<file path="src/rtl/instruction_decoder.sv">
// instruction_decoder: registered RV32I decoder with one-hot op flags and raw field slices.
// Define DECODER_CUST_OP_EN to decode opcode 1111111 as cust_op; otherwise it is invalid.
module instruction_decoder (
    input  logic        clk,
    input  logic        rst_n,
    input  logic [31:0] instruction_code,
    input  logic        en,
    output logic        invalid_instruction,
    output logic [20:0] alu_op,
    output logic [7:0]  jmp_op,
    output logic [7:0]  mem_op,
    output logic [5:0]  csr_op,
    output logic [3:0]  mechie_op,
    output logic        cust_op,
    output logic [4:0]  rd,
    output logic [4:0]  rs1,
    output logic [4:0]  rs2,
    output logic [6:0]  imm_2531,
    output logic [19:0] imm_1231,
    output logic [11:0] imm_2032
);
    logic [6:0]  opc, f7;
    logic [2:0]  f3;
    logic        op_imm, op_reg, op_br, op_ld, op_st, op_sys, f7_z, f7_alt;
    logic [20:0] alu_op_d, alu_op_q;
    logic [7:0]  jmp_op_d, jmp_op_q, mem_op_d, mem_op_q;
    logic [5:0]  csr_op_d, csr_op_q;
    logic [3:0]  mechie_op_d, mechie_op_q;
    logic        cust_op_d, cust_op_q, invalid_d, invalid_q;
    logic [31:7] instr_d, instr_q;

    assign opc    = instruction_code[6:0];
    assign f3     = instruction_code[14:12];
    assign f7     = instruction_code[31:25];
    assign op_imm = opc == 7'b0010011;
    assign op_reg = opc == 7'b0110011;
    assign op_br  = opc == 7'b1100011;
    assign op_ld  = opc == 7'b0000011;
    assign op_st  = opc == 7'b0100011;
    assign op_sys = opc == 7'b1110011;
    assign f7_z   = f7 == 7'b0000000;
    assign f7_alt = f7 == 7'b0100000;

    always_comb begin
        alu_op_d     = '0;
        jmp_op_d     = '0;
        mem_op_d     = '0;
        csr_op_d     = '0;
        mechie_op_d  = '0;
        cust_op_d    = 1'b0;
        instr_d      = instruction_code[31:7];
        alu_op_d[0]  = opc == 7'b0110111;
        alu_op_d[1]  = opc == 7'b0010111;
        alu_op_d[2]  = op_imm && f3 == 3'b000;
        alu_op_d[3]  = op_imm && f3 == 3'b010;
        alu_op_d[4]  = op_imm && f3 == 3'b011;
        alu_op_d[5]  = op_imm && f3 == 3'b100;
        alu_op_d[6]  = op_imm && f3 == 3'b110;
        alu_op_d[7]  = op_imm && f3 == 3'b111;
        alu_op_d[8]  = op_imm && f3 == 3'b001 && f7_z;
        alu_op_d[9]  = op_imm && f3 == 3'b101 && f7_z;
        alu_op_d[10] = op_imm && f3 == 3'b101 && f7_alt;
        alu_op_d[11] = op_reg && f3 == 3'b000 && f7_z;
        alu_op_d[12] = op_reg && f3 == 3'b000 && f7_alt;
        alu_op_d[13] = op_reg && f3 == 3'b001 && f7_z;
        alu_op_d[14] = op_reg && f3 == 3'b010 && f7_z;
        alu_op_d[15] = op_reg && f3 == 3'b011 && f7_z;
        alu_op_d[16] = op_reg && f3 == 3'b100 && f7_z;
        alu_op_d[17] = op_reg && f3 == 3'b101 && f7_z;
        alu_op_d[18] = op_reg && f3 == 3'b101 && f7_alt;
        alu_op_d[19] = op_reg && f3 == 3'b110 && f7_z;
        alu_op_d[20] = op_reg && f3 == 3'b111 && f7_z;
        jmp_op_d[0]  = opc == 7'b1101111;
        jmp_op_d[1]  = opc == 7'b1100111 && f3 == 3'b000;
        jmp_op_d[2]  = op_br && f3 == 3'b000;
        jmp_op_d[3]  = op_br && f3 == 3'b001;
        jmp_op_d[4]  = op_br && f3 == 3'b100;
        jmp_op_d[5]  = op_br && f3 == 3'b101;
        jmp_op_d[6]  = op_br && f3 == 3'b110;
        jmp_op_d[7]  = op_br && f3 == 3'b111;
        mem_op_d[0]  = op_ld && f3 == 3'b000;
        mem_op_d[1]  = op_ld && f3 == 3'b001;
        mem_op_d[2]  = op_ld && f3 == 3'b010;
        mem_op_d[3]  = op_ld && f3 == 3'b100;
        mem_op_d[4]  = op_ld && f3 == 3'b101;
        mem_op_d[5]  = op_st && f3 == 3'b000;
        mem_op_d[6]  = op_st && f3 == 3'b001;
        mem_op_d[7]  = op_st && f3 == 3'b010;
        csr_op_d[0]  = op_sys && f3 == 3'b001;
        csr_op_d[1]  = op_sys && f3 == 3'b010;
        csr_op_d[2]  = op_sys && f3 == 3'b011;
        csr_op_d[3]  = op_sys && f3 == 3'b101;
        csr_op_d[4]  = op_sys && f3 == 3'b110;
        csr_op_d[5]  = op_sys && f3 == 3'b111;
        mechie_op_d[0] = opc == 7'b0001111 && f3 == 3'b000;
        mechie_op_d[1] = instruction_code == 32'h0000_0073;
        mechie_op_d[2] = instruction_code == 32'h0010_0073;
        mechie_op_d[3] = instruction_code == 32'h3020_0073;
`ifdef DECODER_CUST_OP_EN
        cust_op_d    = opc == 7'b1111111;
`endif
        invalid_d    = ~|{alu_op_d, jmp_op_d, mem_op_d, csr_op_d, mechie_op_d, cust_op_d};
    end

    always_ff @(posedge clk or negedge rst_n) begin
        if (!rst_n) begin
            alu_op_q    <= '0;
            jmp_op_q    <= '0;
            mem_op_q    <= '0;
            csr_op_q    <= '0;
            mechie_op_q <= '0;
            cust_op_q   <= 1'b0;
            invalid_q   <= 1'b0;
            instr_q     <= '0;
        end else if (en) begin
            alu_op_q    <= alu_op_d;
            jmp_op_q    <= jmp_op_d;
            mem_op_q    <= mem_op_d;
            csr_op_q    <= csr_op_d;
            mechie_op_q <= mechie_op_d;
            cust_op_q   <= cust_op_d;
            invalid_q   <= invalid_d;
            instr_q     <= instr_d;
        end
    end

    // Field outputs are slices of the registered word, so they match the registered decode.
    assign invalid_instruction = invalid_q;
    assign alu_op    = alu_op_q;
    assign jmp_op    = jmp_op_q;
    assign mem_op    = mem_op_q;
    assign csr_op    = csr_op_q;
    assign mechie_op = mechie_op_q;
    assign cust_op   = cust_op_q;
    assign rd        = instr_q[11:7];
    assign rs1       = instr_q[19:15];
    assign rs2       = instr_q[24:20];
    assign imm_2531  = instr_q[31:25];
    assign imm_1231  = instr_q[31:12];
    assign imm_2032  = instr_q[31:20];
endmodule

</file>
<file path="config.mk">
export PLATFORM = sky130hd
export DESIGN_NAME = instruction_decoder
export DESIGN_NICKNAME = d
export VERILOG_FILES = /design/src/rtl/instruction_decoder.sv
export SDC_FILE = /design/constraint.sdc
export NUM_CORES = 1
export LEC_CHECK = 0
export CORE_ASPECT_RATIO = 0.5
export CORE_MARGIN = 3
export CORE_UTILIZATION = 44
export DETAILED_ROUTE_END_ITERATION = 7
export GPL_TIMING_DRIVEN = 0
export PLACE_DENSITY = 0.77
export RECOVER_POWER = 25
export SYNTH_ARGS = -nofsm -noshare
export SYNTH_HDL_FRONTEND = slang
export SYNTH_SLANG_ARGS = --single-unit
</file>
<file path="constraint.sdc">
create_clock -name clk -period 1 [get_ports clk]
set_input_delay 0.2 -clock clk [delete_from_list [all_inputs] [get_ports clk]]
set_output_delay 0.2 -clock clk [all_outputs]
set_load 0.01 [all_outputs]
</file>
== Yosys cells after proc, flatten, opt, wreduce, memory -nomap -nowiden ==
Cells that the tools add are included.
Word-level totals
  input port bits: 35
  register bits: 73
  output and inout bits: 103
  logic and storage cells: 84
Operators by class
  equality and inequality tests: 22
  reductions and logical operators: 55
Operators by type and width (number)
  logical AND 1 bit: 51
  OR reduction 47 bit: 1
  == test 32 x 21 -> 1 bit (second input constant): 1
  == test 32 x 30 -> 1 bit (second input constant): 1
  == test 32 x 7 -> 1 bit (second input constant): 1
  == test 7 x 6 -> 1 bit (second input constant): 4
  == test 7 bit (second input constant): 4
  == test 7 x 5 -> 1 bit (second input constant): 2
  == test 3 bit (second input constant): 4
  == test 7 x 2 -> 1 bit (second input constant): 1
  == test 7 x 4 -> 1 bit (second input constant): 1
  logical NOT 7 bit: 1
  == test 3 x 2 -> 1 bit (second input constant): 2
  == test 3 x 1 -> 1 bit (second input constant): 1
  logical NOT 3 bit: 1
  logical NOT 1 bit: 1

== Longest topological paths before layout ==
Gate-level depths: netlist of run 1.
  word-level depth: 5
  depth in mapped cells: 6
  gate-level depth less buffers: 5

== Least setup slack after synthesis of run 1 ==
No wires, ideal clock.
  path type: input-to-reg
  start: input port instruction_code[26]
  end: register alu_op_q[13] (netlist: alu_op[13])
  arrival: 1842 ps
  path buffers: 1
  stages on the path: 5
  path slack: -918 ps
  library setup time: 76 ps
  data required time: 924 ps
  cells stage by stage: or4_4 > or3_4 > or4_4 > buf_6 > o2bb2ai_2
Between the ends
  cells in the longest elaborated chain, start to end: 2
RTL lines
  start, declared: RTL line 6  | input logic [31:0] instruction_code,
  logical NOT 7 bit: RTL line 41  | assign f7_z = f7 == 7'b0000000;
  logical AND 1 bit: RTL line 65  | alu_op_d[13] = op_reg && f3 == 3'b001 && f7_z;
  end signal, assigned: RTL line 116  | alu_op_q <= alu_op_d;
  end, declared: RTL line 25  | logic [20:0] alu_op_d, alu_op_q;
Every way passes these cells.
A chain may end at the register's enable or synchronous reset.

== Worst setup path in the final report of run 1 ==
  start: input port instruction_code[29]
  end: register invalid_q (netlist: invalid_instruction)
Between the ends
  cells in the longest elaborated chain, start to end: 4
  elaborated cells between the ends (all ways): 20
  those cells by class: 4 x eq/ne; 16 x reduce/logical
RTL lines
  branches (longest 2 deep; another with == test 32 x 7 -> 1 bit)
  OR reduction 47 bit *: RTL line 102  | invalid_d = ~|{alu_op_d, jmp_op_d, mem_op_d, csr_op_d, mechie_op_d, cust_op_d};
  logical NOT 1 bit *: RTL line 102
  end signal, assigned: RTL line 122  | invalid_q <= invalid_d;
  end, declared: RTL line 29  | logic cust_op_d, cust_op_q, invalid_d, invalid_q;
Mark *: on every way between the ends.

==> flow_metrics.tcl, run 1 <==
set metrics [dict create \
    synth_area_sq_um 3476 \
    syn2layout_area_growth_pct 97.16 \
    start_util_pct 46.42 \
    drive_above_1_share_pct 70.02 \
    wl_per_cell_um 26.74 \
    crit_end "invalid_instruction" \
    ant_nets 1 \
    synth_ff_type "dfrtp_1" \
    cp_data_required_time_ns 1.26 \
    ys_async_sr_fraction_pct 100.0 \
    wl_um 18180 \
    cts_max_path_buffers 2 \
    grt_pass1_vias 3661 \
    fin_nets 598 \
    via_per_inst 6.112 \
    slew_violations 0 \
    layout_common_cells "136 x buf_6, 73 x dfrtp_1, 71 x buf_4" \
    cp_data_arrival_time_ns 2.10 \
    post-route-drc-count 0 \
    portBuffers 136 \
    grt_pass1_wl_um 20560 \
    fin_ws_ns -0.8466 \
    insertion_delay_ns 0.33 \
    reg2reg_slack_ns -0.25 \
    postCtsHoldBufs 0 \
    synth_area_per_cell_sq_um 11.66 \
    synth.largest_area_cell "dfrtp_1" \
    grt_usage_pct 29.36 \
    dp_hpwl_um 7334 \
    root_buffer "clkbuf_16" \
    slowest_delay_ns 0.57 \
    p_per_area_nw_per_um2 1268 \
    final_common_cell "buf_6" \
    ff2ff_path_depth 5 \
    clkTransAtPathRegs_ns 0.06 \
    row_count 22 \
    via_count 4156 \
    regToRegEndpoint "instr_q[31]" \
    hold_viol_final 0 \
    worstMarginPinSlew_ns 1.018 \
    ys_seq_elements 73 \
    syn_inst 298 \
    violations "antenna rules, setup timing" \
    max_cap_viol_count 0 \
    crit_type "input port to register" \
    worstHoldPathType "input port to async pin" \
    first_iter_violations 466 \
    path_max_fanout 6 \
    antenna_found_initial 0 \
    rsz0062_at_grt "true" \
    final_util_pct 91.53 \
    crit_chain "clkdlybuf4s50_1, and4_1, or2_2, a21oi_1, a32o_1" \
    setup_tns_ns -30.33 \
    yosys_warnings 0 \
    post-route-min-period_ns 1.847 \
    startpoint "instruction_code[29]" \
    synth_cell_types 42 \
    syn_nets 333 \
    place.gp.congestion 0.9000 \
    grt_max_degree 74 \
    first_pass_iters 8 \
    final.fill_count 238 \
    htree_levels 3 \
    end_kind "register" \
    dp_cells 542 \
    p_leak_nw 3.295 \
    synth-seq-area-share_pct 52.56 \
    cpMaxStageDelayCell "clkdlybuf4s50_1" \
    final_cells 680 \
    setup_violations 160 \
    totalPowerFinal_mw 8.688 \
    synth_top_area_share_pct 52.56 \
    core_sq_um 7487 \
    fp.dieW_um 131.7 \
    max_freq_mhz 541.5 \
    ios 138 \
    clkSinkCount 73 \
    ir_worst_vdd_uv 967.4 \
    timing.rr.start "instr_q[31]" \
    numCtsBuffers 9 \
    fin_crit_sh_pct 184.7 \
    skew_ns 0 \
    die-area_sq_um 9067 \
    pre_cts_slack_ns -1.433 \
    grt_overflow 0 \
    worstSetupStartpointType "input port" \
    relSlewSlack_pct 32.12 \
    yosys-top-cells-area "dfrtp_1 53%, o2bb2ai_1 8.3%, mux2_2 8.1%, buf_4 6.5%, o2bb2ai_2 3.5%" \
    outcome "finished, violations left" \
    synth_edf_count 0 \
    tritoncts "built" \
    die_h_um 68.85 \
]
==> metrics by stage <==
stage               instance area, sq um  hold slack [ns]
floorplan                           3528         -0.09559
global placement                    5025           0.4734
detailed placement                  5022           0.3818
CTS                                 6276          0.04095
global route                        6840           0.1066
finish                              6853          0.05347
==> synth_stat cells (2+ instances only) <==
library cell	instances
a21oi_1	5
and3b_1	3
and4_1	2
buf_1	4
buf_4	30
clkbuf_1	13
dfrtp_1	73
inv_1	6
mux2_2	25
nand2_1	10
nand3_1	13
nand3b_1	2
nand4_1	7
nand4b_1	4
nor2_1	9
nor2b_1	5
nor3_1	9
nor4_1	4
nor4bb_1	2
o21ai_0	9
o2bb2ai_1	33
o2bb2ai_2	8
or2_2	2
or4_4	2
==> per-layer routing <==
layer	track usage [%]	vias to the layer above	part of all wire, %	wire length, um
li1	-	1624	-	-
met3	6.449	108	10	1880
met2	53.65	371	47	8514
met1	36.14	2051	37	6641
met5	0	-	0.35	64
met4	8.770	2	5.9	1079
==> registers in the layout, summed over array words and instances, names as in the netlist <==
register / flops
csr_op: 6
invalid_instruction: 1
jmp_op: 8
mechie_op: 4
mem_op: 8
alu_op: 21
instr_q: 25
==> power breakdown <==
| part | internal, mW | switching [mW] |
|---|---|---|
| clock | 1.92 | 1.29 |
| sequential | 3.06 | 0.109 |
| combinational | 1.29 | 1.02 |
| total | 6.27 | 2.42 |
==> worst min-delay path by stage <==
| stage | slack, ns | end | depth (start not counted) | start |
|---|---|---|---|---|
| final | 0.05 | instr_q[12] | 1 | rst_n |
| after global routing | 0.11 | instr_q[25] | 2 | instruction_code[25] |
| after CTS | 0.04 | instr_q[23] | 1 | rst_n |
| after detailed placement | 0.38 | instr_q[24] | 1 | rst_n |
| after global placement | 0.47 | alu_op[4] | 1 | alu_op[4] |
| after floorplan | -0.1 | alu_op[0] | 0 | rst_n |
==> timing repair <==
item | in CTS | in global routing
pin swaps | 24 | 31
endpoints found under the hold margin | 0 | 0
gates resized for setup | 655 | 104
endpoints found under the setup margin | 175 | 159
setup buffers | 93 | 46
==> area by class of cell <==
cell class,count,area (sq um),area share (%)
Buffer,40,412.9,6.025
Multi-Input combinational cell,170,1818,26.53
Inverter,7,26.28,0.3834
Sequential cell,73,1827,26.66
Clock buffer,10,229.0,3.341
Antenna cell,5,12.51,0.1826
Clock inverter,5,57.56,0.8399
Tap cell,108,135.1,1.972
Timing Repair Buffer,262,2335,34.07
==> critical path: cells and delay by family <==
family,cells,cell delay (ns)
compound gates,2,0.67
simple gates,2,0.66
buf+inv,1,0.57
==> logic make-up after synthesis <==
kind of cell	count (synthesis)	share of synthesized area (%)
buffers and inverters	55	9.395
and+or+nand+nor	80	13.75
AOI/OAI and AO/OA	62	15.59
muxes	25	8.099
xor gates and xnor gates	2	0.5041
DFF	73	52.56
other	1	0.1079
No activity file was read; power rests on OpenSTA's default activity.
==> run 2, diff against run 1 <==
GPL_ROUTABILITY_DRIVEN = 1   (was unset)
TNS_END_PERCENT = 1   (was unset)
==> run 2 against run 1 <==
The flow finishes with violations (setup timing). Register-to-register slack gained 0.44 ns. Routed wire length decreased by 42%. Final area down 23%. Utilization shrank 21 points. Maximum frequency rose by 12%. First-iteration DRC count shrank 59%. Flip-flop and latch count did not move. Die area did not move. Combinational power fell by 40%. Setup slack improved by 0.20 ns. Critical path type unchanged. Critical endpoint is now alu_op[16]. Largest power group unchanged.
==> flow_metrics.tcl, run 2 (synthesis results as in run 1) <==
set metrics [dict create \
    outcome "finished, violations left" \
    violations "setup timing" \
    cpMaxStageDelayCell "or4_4" \
    grt_pass1_vias 3117 \
    first_pass_iters 4 \
    final_common_cell "dfrtp_1" \
    setup_violations 139 \
    post-route-drc-count 0 \
    numCtsBuffers 9 \
    whs_ns 0.04478 \
    reg2reg_slack_ns 0.19 \
    ant_nets 0 \
    largest_reg_flops 25 \
    fin_area_sq_um 5293 \
    syn2layout_area_growth_pct 52.27 \
    slew_violations 0 \
    insertion_delay_ns 0.33 \
    worstSetupStartpointType "input port" \
    hold_viol_final 0 \
    layout_common_cells "73 x dfrtp_1, 67 x buf_2, 45 x buf_4" \
    rsz0062_at_grt "true" \
    totalPowerFinal_mw 7.746 \
    clkSinkCount 73 \
    crit_chain "buf_6, or4_4, or3_4, or4_4, o2bb2ai_2" \
    die-area_sq_um 9067 \
    fin_ws_ns -0.6504 \
    start_util_pct 46.42 \
    top_register "instr_q" \
    dp_hpwl_um 7455 \
    max_freq_mhz 605.9 \
    root_buffer "clkbuf_16" \
    final_cells 566 \
    via_count 3065 \
    fin_crit_sh_pct 165.0 \
    grt_usage_pct 23.58 \
    grt_pass1_wl_um 16620 \
    post-route-min-period_ns 1.650 \
    crit_type "input port to register" \
    worstHoldPathType "input port to async pin" \
    htree_levels 3 \
    p_leak_nw 2.462 \
    slowest_delay_ns 0.55 \
    max_cap_viol_count 0 \
    die_h_um 68.85 \
    tritoncts "built" \
    relSlewSlack_pct 34.21 \
    via_per_inst 5.415 \
    end_kind "register" \
    skew_ns 0 \
    wl_um 10520 \
    portBuffers 136 \
    fp.dieW_um 131.7 \
    ios 138 \
    dp_cells 542 \
    place.gp.congestion 0.9429 \
    cp_data_arrival_time_ns 1.91 \
    row_count 22 \
    final_util_pct 70.69 \
    dpl-instance-area_sq_um 4970 \
    n_antenna_cell 0 \
    wl_per_cell_um 18.59 \
    p_per_area_nw_per_um2 1464 \
    antenna_found_initial 0 \
    ir_worst_vdd_uv 1143 \
    cts_max_path_buffers 2 \
    core_sq_um 7487 \
    grt_max_degree 74 \
    path_max_fanout 8 \
    fin_nets 488 \
    grt_overflow 0 \
    crit_top_cell "or4_4" \
    clkTransAtPathRegs_ns 0.06 \
    worstMarginPinSlew_ns 0.9868 \
    drive_above_1_share_pct 54.80 \
    postCtsHoldBufs 0 \
    first_iter_violations 189 \
    cp_data_required_time_ns 1.26 \
]
==> run 2: cell count changes in the layout (fill, tap and decap cells not counted), moves of 8 or more <==
cell | previous run | this run
buf_6 | 136 | 39
mux2_4 | 8 | 0
buf_2 | 54 | 67
o2bb2ai_1 | 16 | 32
buf_4 | 71 | 45
o2bb2ai_2 | 21 | 7
mux2_2 | 17 | 25
==> run 2: worst paths after layout <==
| path | start | end | cells past startpoint |
|---|---|---|---|
| worst max-delay path | instruction_code[31] | alu_op[16] | 5 |
| worst min-delay path | rst_n | instr_q[18] | 1 |
| worst max register to register | alu_op[1] | alu_op[1] | 2 |
| worst min register to register | alu_op[4] | alu_op[4] | 1 |
| max in group asynchronous | rst_n | mechie_op[2] | 1 |
| min in group clk | instruction_code[25] | instr_q[25] | 2 |
==> run 2: power by group <==
part	internal (mW)	switching, mW
sequential	3.06	0.0840
combinational	0.736	0.648
clock	1.95	1.27
total	5.74	2.00
==> run 2: layout make-up <==
class	count	area, sq um
fillers	534	2195
flip-flops and latches	73	1827
multi-input cells	170	1521
repair buffers	146	1119
plain buffers	46	362.8
clock buffers	9	225.2
well taps	108	135.1
clock inverters	7	76.32
inverters	7	26.28
==> run 2: routing by layer <==
| metal | share of wire, % | global-route usage [%] | vias up | wire length, um |
|---|---|---|---|---|
| li1 | - | - | 1390 | - |
| met3 | 7.0 | 7.609 | 9 | 738 |
| met5 | 0 | 0 | - | 0 |
| met1 | 43 | 28.76 | 1539 | 4489 |
| met2 | 50 | 40.96 | 127 | 5208 |
| met4 | 0.79 | 7.723 | 0 | 83 |
==> run 2: through the flow <==
step	setup slack, ns	TNS, ns
4_1_cts	-0.7535	-24.97
2_1_floorplan	-0.8399	-23.57
3_5_place_dp	-1.544	-98.94
6_report	-0.6504	-20.38
3_3_place_gp	-2.608	-285.50
5_1_grt	-0.6922	-25.37
==> run 2: critical path, delay by kind of cell <==
| kind | cells | cell delay [ns] |
|---|---|---|
| simple gates | 3 | 1.46 |
| buf+inv | 1 | 0.09 |
| compound gates | 1 | 0.16 |
==> run 2: what timing repair did <==
| item | 4_1_cts | 5_1_grt |
|---|---|---|
| buffers inserted | 8 | 2 |
| gates resized for setup | 443 | 35 |
| endpoints found under the hold margin | 0 | 0 |
| setup endpoints to repair | 175 | 160 |
| pin swaps | 17 | 12 |
